**src/rtl/lif_grid_sched.sv**
```systemverilog
// lif_grid_sched: 4x4 toroidal lattice-gas grid stepped one cell per cycle through a shared lif cell.
module lif_grid_sched #(
  parameter int STEP_W = 8
) (
  input  logic              clk,
  input  logic              reset,
  input  logic              wr_en,
  input  logic [3:0]        wr_addr,
  input  logic [3:0]        wr_data,
  input  logic [3:0]        rd_addr,
  output logic [3:0]        rd_data,
  input  logic              start,
  input  logic [STEP_W-1:0] steps,
  input  logic              halt,
  output logic              busy,
  output logic              done,
  output logic [STEP_W-1:0] gen_count,
  output logic [3:0]        cur_cell
);
  typedef enum logic [1:0] {IDLE, EVAL, COMMIT, DONE} state_t;
  state_t state, state_n;
  logic [3:0] cur [16];
  logic [3:0] nxt [16];
  logic [4:0] k;
  logic [STEP_W-1:0] steps_q, gen_inc;
  logic halt_seen, stop, host_wr;
  logic [1:0] r, c, r_up, r_dn, c_lf, c_rt;
  logic [3:0] in1, in2, in3, in4, lif_out;
  assign busy = state == EVAL || state == COMMIT;
  assign done = state == DONE;
  assign cur_cell = (state == EVAL) ? (k[4] ? 4'd15 : k[3:0]) : 4'd0;
  assign host_wr = wr_en && (state == IDLE || state == DONE);
  assign gen_inc = gen_count + 1'b1;
  assign stop = gen_inc == steps_q || halt_seen || halt;
  assign r = cur_cell[3:2];
  assign c = cur_cell[1:0];
  assign r_up = r - 2'd1;
  assign r_dn = r + 2'd1;
  assign c_lf = c - 2'd1;
  assign c_rt = c + 2'd1;
  assign in1 = cur[{r_up, c}];
  assign in2 = cur[{r, c_rt}];
  assign in3 = cur[{r_dn, c}];
  assign in4 = cur[{r, c_lf}];
  lif u_lif (
    .clk  (clk),
    .rst_n(~reset),
    .in1  (in1),
    .in2  (in2),
    .in3  (in3),
    .in4  (in4),
    .out  (lif_out)
  );
  always_comb begin
    state_n = state;
    unique case (state)
      IDLE:    state_n = start ? ((steps == '0) ? DONE : EVAL) : IDLE;
      EVAL:    state_n = (k == 5'd16) ? COMMIT : EVAL;
      COMMIT:  state_n = stop ? DONE : EVAL;
      default: state_n = IDLE;
    endcase
  end
  // nxt[k-1] receives the lif result one cycle after cell k-1 was issued; k=16 drains cell 15
  always_ff @(posedge clk or posedge reset) begin
    if (reset) begin
      state     <= IDLE;
      k         <= '0;
      steps_q   <= '0;
      gen_count <= '0;
      halt_seen <= 1'b0;
      rd_data   <= '0;
      for (int i = 0; i < 16; i++) begin
        cur[i] <= '0;
        nxt[i] <= '0;
      end
    end else begin
      state     <= state_n;
      rd_data   <= cur[rd_addr];
      k         <= (state == EVAL) ? k + 5'd1 : 5'd0;
      halt_seen <= busy ? (halt_seen || halt) : 1'b0;
      if (state == IDLE && start) begin
        steps_q   <= steps;
        gen_count <= '0;
      end
      if (state == EVAL && k != 5'd0)
        nxt[k[3:0] - 4'd1] <= lif_out;
      if (state == COMMIT) begin
        gen_count <= gen_inc;
        for (int i = 0; i < 16; i++) cur[i] <= nxt[i];
      end
      if (host_wr)
        cur[wr_addr] <= wr_data;
    end
  end
endmodule

// lif: registered lattice-gas cell update; bit2 moves south, bit0 moves north, lateral hits scatter randomly.
module lif (
  input  logic       clk,
  input  logic       rst_n,
  input  logic [3:0] in1,
  input  logic [3:0] in2,
  input  logic [3:0] in3,
  input  logic [3:0] in4,
  output logic [3:0] out
);
  logic [7:0] lfsr;
  logic [3:0] v, res;
  assign v = {1'b0, in1[2], 1'b0, in3[0]};
  always_comb begin
    res = (v == 4'b0101) ? 4'b0000 :
          (v != 4'b0000) ? v :
          (|{in2, in4}) ? (lfsr[0] ? 4'b1010 : 4'b0101) : 4'b0000;
  end
  always_ff @(posedge clk or negedge rst_n) begin
    if (!rst_n) begin
      lfsr <= 8'h01;
      out  <= '0;
    end else begin
      lfsr <= {lfsr[6:0], lfsr[7] ^ lfsr[5] ^ lfsr[4] ^ lfsr[3]};
      out  <= res;
    end
  end
endmodule

```
**config.mk**
```make
export PLATFORM = sky130hd
export DESIGN_NAME = lif_grid_sched
export DESIGN_NICKNAME = d
export VERILOG_FILES = /design/src/rtl/lif_grid_sched.sv
export SDC_FILE = /design/constraint.sdc
export NUM_CORES = 1
export LEC_CHECK = 0
export ABC_AREA = 1
export CAP_MARGIN = 10
export CORE_ASPECT_RATIO = 1.25
export CORE_MARGIN = 1.5
export CORE_UTILIZATION = 60
export CTS_BUF_LIST = sky130_fd_sc_hd__clkbuf_16
export DETAILED_ROUTE_END_ITERATION = 16
export GPL_TIMING_DRIVEN = 0
export HOLD_SLACK_MARGIN = 0.15
export PLACE_DENSITY = 0.8
export SKIP_CTS_REPAIR_TIMING = 1
export SYNTH_ARGS = -nofsm -noshare
export SYNTH_HDL_FRONTEND = slang
export SYNTH_SLANG_ARGS = --single-unit
```
**constraint.sdc**
```tcl
create_clock -name clk -period 12.4 [get_ports clk]
set_clock_uncertainty 0.15 [all_clocks]
set_input_delay 3.72 -clock clk [delete_from_list [all_inputs] [get_ports clk]]
set_output_delay 3.72 -clock clk [all_outputs]
set_load 0.01 [all_outputs]
```
==> results_dict.tcl <==
set metrics [dict create \
    syn_nets 1041 \
    finalSetupViolCount 0 \
    netlist_instances 1005 \
    gp_congestion 1.01 \
    viasPerCell 5.95 \
    num_vias 7421 \
    ir_drop_uv 180 \
    outcome "completed" \
    ctsRootBufferMaster "clkbuf_16" \
    avgSynthCellArea_um2 7.96 \
    clockBufferDepth 2 \
    nets 1100 \
    clk_pin_slew_worst_paths_ps 70 \
    clk-insertion-delay-late_ps 440 \
    fin_setup_tns_ps 0 \
    drive_gt1_share_pct 9.47 \
    grtUsageTotal_pct 37.0 \
    die_x_um 106 \
    numCtsBuffers 17 \
    clock.fmax_ghz 0.157 \
    synthDominantCellAreaShare_pct 46.9 \
    post-synth-top-area-cell "dfrtp_1" \
    cts_tree "built" \
    antenna_found_initial 0 \
    area_growth_pct 15.0 \
    diodes 0 \
    yosys.cell_types.count 36 \
    final_util_pct 70.2 \
    postRouteAntennaNets 0 \
    grt_first_pass_wirelength_um 38800 \
    finalHoldViolations 0 \
    maxSlewViolCount 0 \
    synth_common_cells "nand2_1, o21ai_0, dfrtp_1" \
    min-delay-path-class "flip-flop to flip-flop" \
    rows 47 \
    fin_crit_ps 6390 \
    num-fill-cells 1086 \
    die-area_mm2 0.0140 \
    synth-edff-count 0 \
    portBuffers 39 \
    power_density_mw_per_mm2 230 \
    pin_count 43 \
    synth_area_leaders "dfrtp_1, nand2_1, o21ai_0, mux2_2, inv_1" \
    firstDrtPassIters 6 \
    yosys_most_used_dff "dfrtp_1" \
    grt_pass1_vias 7125 \
    drtIter0Drc 808 \
    start_kind "flip-flop" \
    required_ps 8530 \
    worst-path-max-fanout 10 \
    timing.final.crit_share_pct 51.5 \
    yosysWarnings 0 \
    cap_violations 0 \
    wirelength_um 24700 \
    worst_slew_pin_slew_ps 941 \
    core_mm2 0.0131 \
    crit_path_end_kind "output port" \
    syn-cell-area_mm2 0.00800 \
    yosysSeqAreaShare_pct 47.3 \
    p_leak_nw 4.44 \
    rsz0062_at_grt "no" \
    rrSetupSlack_ps 9680 \
    critical_path_class "flip-flop to output port" \
    yosysMostFrequentCell "nand2_1" \
    async_flop_share_pct 100 \
    arrival_ps 2520 \
    die_y_um 132 \
    gr-total-overflow 0 \
    initial_core_util_pct 61.0 \
    drc 0 \
    hpwl_um 18000 \
    ys_ff_latch 151 \
    clock-sinks 151 \
    maxSlewHeadroom_pct 36.8 \
    grt_start_max_net_pins 97 \
    avgRoutedWirePerCell_um 19.8 \
    htree_levels 4 \
]
[worst paths after layout]
kind / startpoint / endpoint / cells after the start
setup / recovery: state[1]$_DFF_PP0_ / cur_cell[0] / 6
hold / removal: u_lif.lfsr[6]$_DFF_PP0_ / u_lif.lfsr[7]$_DFF_PP0_ / 0
setup reg to reg: state[0]$_DFF_PP0_ / cur[4]$_DFF_PP0_ / 8
hold reg to reg: u_lif.lfsr[6]$_DFF_PP0_ / u_lif.lfsr[7]$_DFF_PP0_ / 0
max in group asynchronous: reset / nxt[37]$_DFFE_PP0P_ / 3
min in group asynchronous: reset / k[2]$_DFF_PP0_ / 2
[layout make-up]
cell class,instances,area [µm²],area share [%]
Clock buffer,17,425,4.62
Sequential cell,151,3780,41.1
Buffer,36,144,1.56
Tap cell,171,214,2.32
Clock inverter,15,141,1.54
Timing Repair Buffer,40,418,4.54
Multi-Input combinational cell,699,3630,39.4
Inverter,119,452,4.91
[report_power, final]
part	leakage, nW	switching, mW	internal [mW]
Combinational	2.28	0.543	0.314
Clock	0.276	0.225	0.280
Sequential	1.89	0.110	0.646
[cells by family after synthesis]
group / synth area share [%]
compound gates: 15.3
xor+xnor: 0.876
fa+ha+maj: 1.72
buf+inv: 7.38
flops: 47.3
mux: 7.32
simple gates: 20.2
[placed cells by master (no fill, tap or decap), types with 3 or more instances in the layout]
cell type and instances:
buf_1 5, nand3b_1 3, o21ai_0 156, nand3_1 35, xor2_1 3, a21oi_1 46, buf_2 3, inv_6 6
inv_2 4, nor3_1 6, nor2_1 59, clkbuf_16 17, o22ai_1 5, o211ai_1 7, clkinvlp_4 3, nor4_1 4
inv_1 115, mux2_2 52, clkdlybuf4s50_1 39, nand4_1 8, dfrtp_1 150, o21bai_1 3, a31oi_1 3, nand2_1 277
ha_1 11, xnor2_1 5, o221ai_1 6, clkbuf_1 26
[critical path, cell delays in order (launching register included)]
cell and delay [ps]:
dfrtp_1 400, inv_1 80, ha_1 310, inv_2 190, nor2_2 270, buf_4 260
clkdlybuf4s50_1 560
[flip-flops by register name, indices dropped and copies added, names as in the netlist]
name        cells
cur            64
gen_count       8
halt_seen       1
k               5
nxt            48
rd_data         4
state           2
steps_q         8
u_lif.lfsr      8
u_lif.out       3
[layer usage]
layer	wire length [µm]	track usage, %
met1	9380	46.4
met2	11500	58.6
met3	2370	8.45
met4	1500	21.2
met5	0	0
[per-stage QoR]
step	power [mW]	cells	hold slack [ps]	worst slack (ps)	cell area, µm²
3_3_place_gp	1.57	1215	186	2510	8600
3_5_place_dp	1.59	1216	186	6460	8640
6_report	2.12	1248	198	6010	9200
5_1_grt	2.24	1248	216	5960	9200
4_1_cts	2.10	1248	201	6020	9200
2_1_floorplan	1.31	1005	181	4470	8000
(Power assumes the default switching activity.)
